<file path="src/rtl/command_capture.sv">
`default_nettype none
// +-----------------------------------------------------------------------+
// | Module      : command_capture                                         |
// | Description : Debounces the enter button, captures the 6-bit action   |
// |               switches on a qualified press and offers them through a |
// |               valid/ready handshake. One command per debounced press. |
// | Revision    : 1.0                                                     |
// +-----------------------------------------------------------------------+
module command_capture #(
  parameter int DEB_CYCLES = 50000
) (
  input  logic       clk,
  input  logic       reset,
  input  logic       enter_sync,
  input  logic [5:0] acoes_sync,
  input  logic       cmd_ready,
  output logic       cmd_valid,
  output logic [5:0] cmd_acoes,
  output logic       busy
);

  // Counter only ever holds 0..DEB_CYCLES-1, so clog2 bits are enough.
  localparam int            CW      = $clog2(DEB_CYCLES);
  localparam logic [CW-1:0] C_LAST  = CW'(DEB_CYCLES - 1);
  localparam logic [CW-1:0] C_ONE   = CW'(1);
  localparam logic [CW-1:0] C_ZERO  = '0;

  typedef enum logic [1:0] {
    IDLE      = 2'd0,
    PRESS_DEB = 2'd1,
    OFFER     = 2'd2,
    REL_DEB   = 2'd3
  } state_t;

  state_t        state_q, state_d;
  logic [CW-1:0] count_q, count_d;
  logic [5:0]    acoes_q, acoes_d;

  // State, debounce counter and captured code; reset lands in release
  // debounce so a button held through reset cannot issue a command.
  always_ff @(posedge clk) begin
    if (reset) begin
      state_q <= REL_DEB;
      count_q <= C_ZERO;
      acoes_q <= 6'b000000;
    end else begin
      state_q <= state_d;
      count_q <= count_d;
      acoes_q <= acoes_d;
    end
  end

  // Next-state logic: press debounce, offer hold, release debounce.
  always_comb begin
    state_d = state_q;
    count_d = count_q;
    acoes_d = acoes_q;
    case (state_q)
      IDLE: begin
        if (enter_sync) begin
          state_d = PRESS_DEB;
          count_d = C_ONE;
        end
      end
      PRESS_DEB: begin
        if (!enter_sync) begin
          // Bounce: the press was not held long enough.
          state_d = IDLE;
          count_d = C_ZERO;
        end else if (count_q == C_LAST) begin
          state_d = OFFER;
          count_d = C_ZERO;
          acoes_d = acoes_sync;
        end else begin
          count_d = count_q + C_ONE;
        end
      end
      OFFER: begin
        // Inputs other than cmd_ready are deliberately ignored here.
        if (cmd_ready) begin
          state_d = REL_DEB;
          count_d = C_ZERO;
        end
      end
      REL_DEB: begin
        if (enter_sync) begin
          // Still pressed (or bouncing): restart the release window.
          count_d = C_ZERO;
        end else if (count_q == C_LAST) begin
          state_d = IDLE;
          count_d = C_ZERO;
        end else begin
          count_d = count_q + C_ONE;
        end
      end
      default: begin
        state_d = REL_DEB;
        count_d = C_ZERO;
      end
    endcase
  end

  // Outputs are pure decodes of registered state; no input reaches them.
  assign cmd_valid = (state_q == OFFER);
  assign busy      = (state_q != IDLE);
  assign cmd_acoes = acoes_q;

endmodule
`default_nettype wire

</file>
<file path="config.mk">
export PLATFORM = sky130hd
export DESIGN_NAME = command_capture
export DESIGN_NICKNAME = d
export VERILOG_FILES = /design/src/rtl/command_capture.sv
export SDC_FILE = /design/constraint.sdc
export NUM_CORES = 1
export LEC_CHECK = 0
export CAP_MARGIN = 40
export CELL_PAD_IN_SITES_DETAIL_PLACEMENT = 0
export CELL_PAD_IN_SITES_GLOBAL_PLACEMENT = 2
export CORE_UTILIZATION = 34
export CTS_CLUSTER_DIAMETER = 80
export DETAILED_ROUTE_END_ITERATION = 12
export GPL_ROUTABILITY_DRIVEN = 1
export PLACE_DENSITY_LB_ADDON = 0.12
export SETUP_SLACK_MARGIN = 0.1
export SLEW_MARGIN = 20
export SYNTH_ARGS = -nofsm -noshare
export SYNTH_HDL_FRONTEND = slang
export SYNTH_SLANG_ARGS = --single-unit
export TNS_END_PERCENT = 20
</file>
<file path="constraint.sdc">
create_clock -name clk -period 3.1 [get_ports clk]
set_input_delay 0.93 -clock clk [delete_from_list [all_inputs] [get_ports clk]]
set_output_delay 0.93 -clock clk [all_outputs]
set_load 0.01 [all_outputs]
</file>
* After elaboration in Yosys (flattened, before gate mapping)
Cells that the tools add are included.
** Word-level totals
- RAM bits :: 0
- Memories kept :: 0
- Latch bits :: 0
- Word-level logic and storage cells :: 31
- Register bits after elaboration :: 24
- Output and inout bits :: 8
- Memory bits (read-only) :: 0
- Input bits :: 10
** Cells by class
- Reductions and logical operators :: 5
- Bitwise logic cells :: 0
- Mux-type cells :: 13
- Shifts and indexed selects :: 0
- Div/mod/pow operators :: 0
- Multipliers :: 0
- Order comparisons :: 0
- Add/sub/neg operators :: 1
- Equality and inequality tests :: 9
** Operators with widths (count)
- 16-bit 2-to-1 mux :: 5
- 16-bit one-hot mux with 4 select lines :: 1
- 16-bit by 1-bit adder with 16-bit output, second input constant :: 1
- 16-bit equality test, second input constant :: 1
- 2-bit 2-to-1 mux :: 6
- 2-bit != test, second input constant :: 4
- 2-bit one-hot mux with 4 select lines :: 1
- 5-bit AND reduction :: 1
- 2-bit equality test, second input constant :: 2
- 3-bit != test, second input constant :: 1
- 3-bit AND reduction :: 1
- 2-bit by 1-bit equality test with 1-bit output, second input constant :: 1
- 2-bit logical NOT :: 1
- 2-bit AND reduction :: 1
- 2-bit nonzero test :: 1

* Logic depth before layout (Yosys ltp)
- Depth in word-level cells :: 4
- Depth in mapped cells :: 7
- Gate-level depth less buffers :: 5

* Worst setup path after synthesis
Ideal clock, no wire load.
- Kind :: in2reg
- Start point :: input port enter_sync
- End point :: register count_q[7]
- Setup time :: 0.069 ns
- Path slack :: 1.172 ns
- Data arrival time :: 1.858 ns
- Cell stages on the path :: 5
- Required time :: 3.031 ns
- Path buffers :: 1
- Cells stage by stage :: xor2_2 > and3b_1 > buf_4 > or4b_1 > o21ai_1
** On the way
- Cells in the longest elaborated chain, start to end :: 2
- Elaborated cells on any way between the ends :: 5
- Classes of those cells :: 1 x eq/ne; 3 x mux; 1 x reduce/logical
** Ends and longest elaborated chain
- start, declared :: RTL line 14 : input logic enter_sync,
- 16-bit 2-to-1 mux (tied with other cells) :: RTL line 86 : if (enter_sync) begin
- 16-bit one-hot mux with 4 select lines / 2-bit AND reduction (equally long branches)
- end signal, assigned :: RTL line 48 : count_q <= count_d;
- end, declared :: RTL line 36 : logic [CW-1:0] count_q, count_d;
Several ways; a longest one is shown, not always the timed one.
A chain may end at the register's enable or synchronous reset.

* Worst setup path in the final report
- Start point :: register state_q[0]
- End point :: output port busy
** On the way
- Cells in the longest elaborated chain, start to end :: 1
** Ends and longest elaborated chain
- start, declared :: RTL line 35 : state_t state_q, state_d;
- start signal, assigned :: RTL line 47 : state_q <= state_d;
- 2-bit nonzero test :: RTL line 105 : assign busy = (state_q != IDLE);
- end, declared :: RTL line 19 : output logic busy
No other way between the ends.

==> run metrics <==
status completed; Final setup violation count 0; Final Skew between 2 and 3 ps; Synth-to-Final Area Change 20.0%; Final min period around 2600 ps; vias in the first global route 1226; TritonCTS clock tree yes; H-Tree Depth 1; layout cells sized above 1 under 10%; crit path cell chain or2_2, clkdlybuf4s50_1; DR iter-0 viols 34; Setup crit start kind flop; syn_nets approximately 170; postcts setup bufs 0; RePlAce Congestion 0.790; Slew Limit Fails 0; Antenna diodes 0; Skew-Pair Late Insertion Delay 280 ps; WS Path Type reg2out; register area share after synthesis 35.6%; Clock transition at path regs 90 ps; Max Cap Violations 0; Mapped Cells 162; Avg WL per Cell 15.3 um; Avg Inst Size Synth roughly 8.3 um^2; first-pass GRT wire length about 5800 um; CTS Buf Count 3; Critical Path Stages 2; delay-heaviest family, CP flip-flops; r2r worst-path depth 5; largest net degree at the start of global routing 18; endpoints failing hold 0; crit path launch state_q[0]; post-CTS sizing 0; relative slew slack about three fifths; Setup crit end kind primary output; DRC viols 0; first-pass detailed-route iteration total 4; Worst IR Drop VDD approximately 0.19 mV; die footprint about 0.0042 mm^2; WP data arrival roughly 1700 ps; Synth Register Bits 24; Post-synth EDFFs 0; # port buffers 17; Cell Area, Synth between 0.001 and 0.0015 mm^2; most frequent cells after synthesis dfxtp_1, nand4_1, a31oi_1; via count ~1300; clk root buf clkbuf_8; starting density of the core between 30% and 40%; Final ANT Viol Nets 0; YS warnings 0; I/O Pins 18; top post-synthesis cells by area dfxtp_1, nand4_1, a31oi_1; CP peak stage delay ~700 ps; initial antenna violation count 0; setup TNS 0 ps; RSZ-0062 raised after global routing false; Worst Hold Class reg2reg; final worst-path cycle share a little under nine tenths; post-synth top area share 35.6%; Reg2Reg Setup Slack 1000 ps; Routed WL 3410 um; Hold Buf Count CTS 0; Max FO, Critical Path 17; post-synth top area cell dfxtp_1; Finished Layout Cells between 200 and 250; Clock Tree Buf Depth 2; post-DR vias/cell ~5.7; slowest CP cell dfxtp_1; Overall Global Routing Usage between 15 and 20%; static leakage between 0.4 and 0.5 nW; die height approximately 65 um; nets 187; clk sinks 24; worst-margin pin slew between 500 and 600 ps; placed cells between 200 and 250; worst reg2reg startpoint count_q[0]; detailed placement HPWL between 2000 and 2500 um; Power Dens Cells 395 mW/mm^2; grt total ovfl 0; die width 65.0 um; hold path cells 2; Core Region between 0.003 and 0.004 mm^2; CP endpoint busy; fmax around 0.38 GHz; Post-synth top flop dfxtp_1; hold wc startpoint cmd_acoes[4]; most common cell in the netlist dfxtp_1; fraction of registers with async set/reset 0%; Crit path buffers/inverters 1; reg-to-reg endpoint count_q[15]; Worst EP required about 2200 ps; Yosys cell types approximately 40; row count 22
-- sequential cells by signal, summed over array words and instances (netlist names), named ones only --
| signal | count |
|---|---|
| state_q | 1 |
| count_q | 16 |
| cmd_acoes | 6 |
-- kinds of logic (layout without fill, tap and decap cells) --
kind of cell	Yosys count	count (layout)	share of synthesized area (%)
XOR/XNOR	3	3	2.50
AO/OA/AOI/OAI	46	46	22.2
buffers and inverters	19	32	6.49
AND/OR/NAND/NOR	68	68	31.6
adder cells (fa/ha/maj)	1	1	0.927
multiplexers	1	1	0.741
flip-flops	24	24	35.6
-- worst min path at each step --
stage	slack, ps	endpoint
floorplan	440	count_q[14]
global placement	460	cmd_acoes[5]
detailed placement	470	cmd_acoes[4]
CTS	480	cmd_acoes[4]
global route	500	cmd_acoes[5]
finish	480	cmd_acoes[4]
-- stage by stage --
| stage | hold WS (ps) | area [um^2] | utilization [%] | power (mW) | worst slack, ps |
|---|---|---|---|---|---|
| after global placement | 457 | 1550 | 41.4 | 0.361 | 466 |
| after floorplan | 443 | 1350 | - | 0.341 | 1170 |
| final | 477 | 1620 | 43.3 | 0.640 | 451 |
| after detailed placement | 469 | 1550 | 41.4 | 0.361 | 446 |
| after CTS | 483 | 1620 | 43.3 | 0.650 | 432 |
| after global routing | 504 | 1620 | 43.3 | 0.660 | 337 |
-- placed cells by master (no fill, tap or decap), types with 3 or more instances in the layout --
cell	netlist	final
nand4_1	15	15
dfxtp_1	24	24
a31oi_1	12	12
a21oi_1	9	9
and4_1	5	5
inv_1	7	7
clkdlybuf4s50_1	0	17
buf_4	2	4
nand3_1	7	7
o21ai_0	11	11
and3_1	3	3
o22ai_1	5	5
nor2_1	6	6
clkbuf_8	0	3
nand2_1	10	10
nand2b_1	5	5
-- worst min-delay path: stages (launching register included) --
cell and delay (ps):
dfxtp_1 320, o21ai_0 60, a21oi_1 60
-- cell type report --
class | instances | area, um^2
well taps | 48 | 60.1
flip-flops and latches | 24 | 480
clock inverters | 1 | 30.0
repair buffers | 21 | 200
clock buffers | 3 | 41.3
fillers | 385 | 2120
multi-input cells | 119 | 782
inverters | 7 | 26.3
-- power breakdown --
| part | switching (mW) | total, mW | internal [mW] |
|---|---|---|---|
| combinational | 0.0179 | 0.0383 | 0.0204 |
| clock | 0.112 | 0.285 | 0.173 |
| sequential | 0.00497 | 0.316 | 0.311 |
-- layer usage --
metal | global-route usage (%) | share of wire [%] | routed length (um) | vias up
met5 | 0 | 0 | 0 | -
met4 | 7.34 | 1.7 | 59 | 0
met3 | 2.11 | 2.6 | 87 | 5
met2 | 28.0 | 45 | 1530 | 21
met1 | 25.0 | 51 | 1730 | 602
li1 | - | - | - | 648
(Power assumes the default switching activity.)
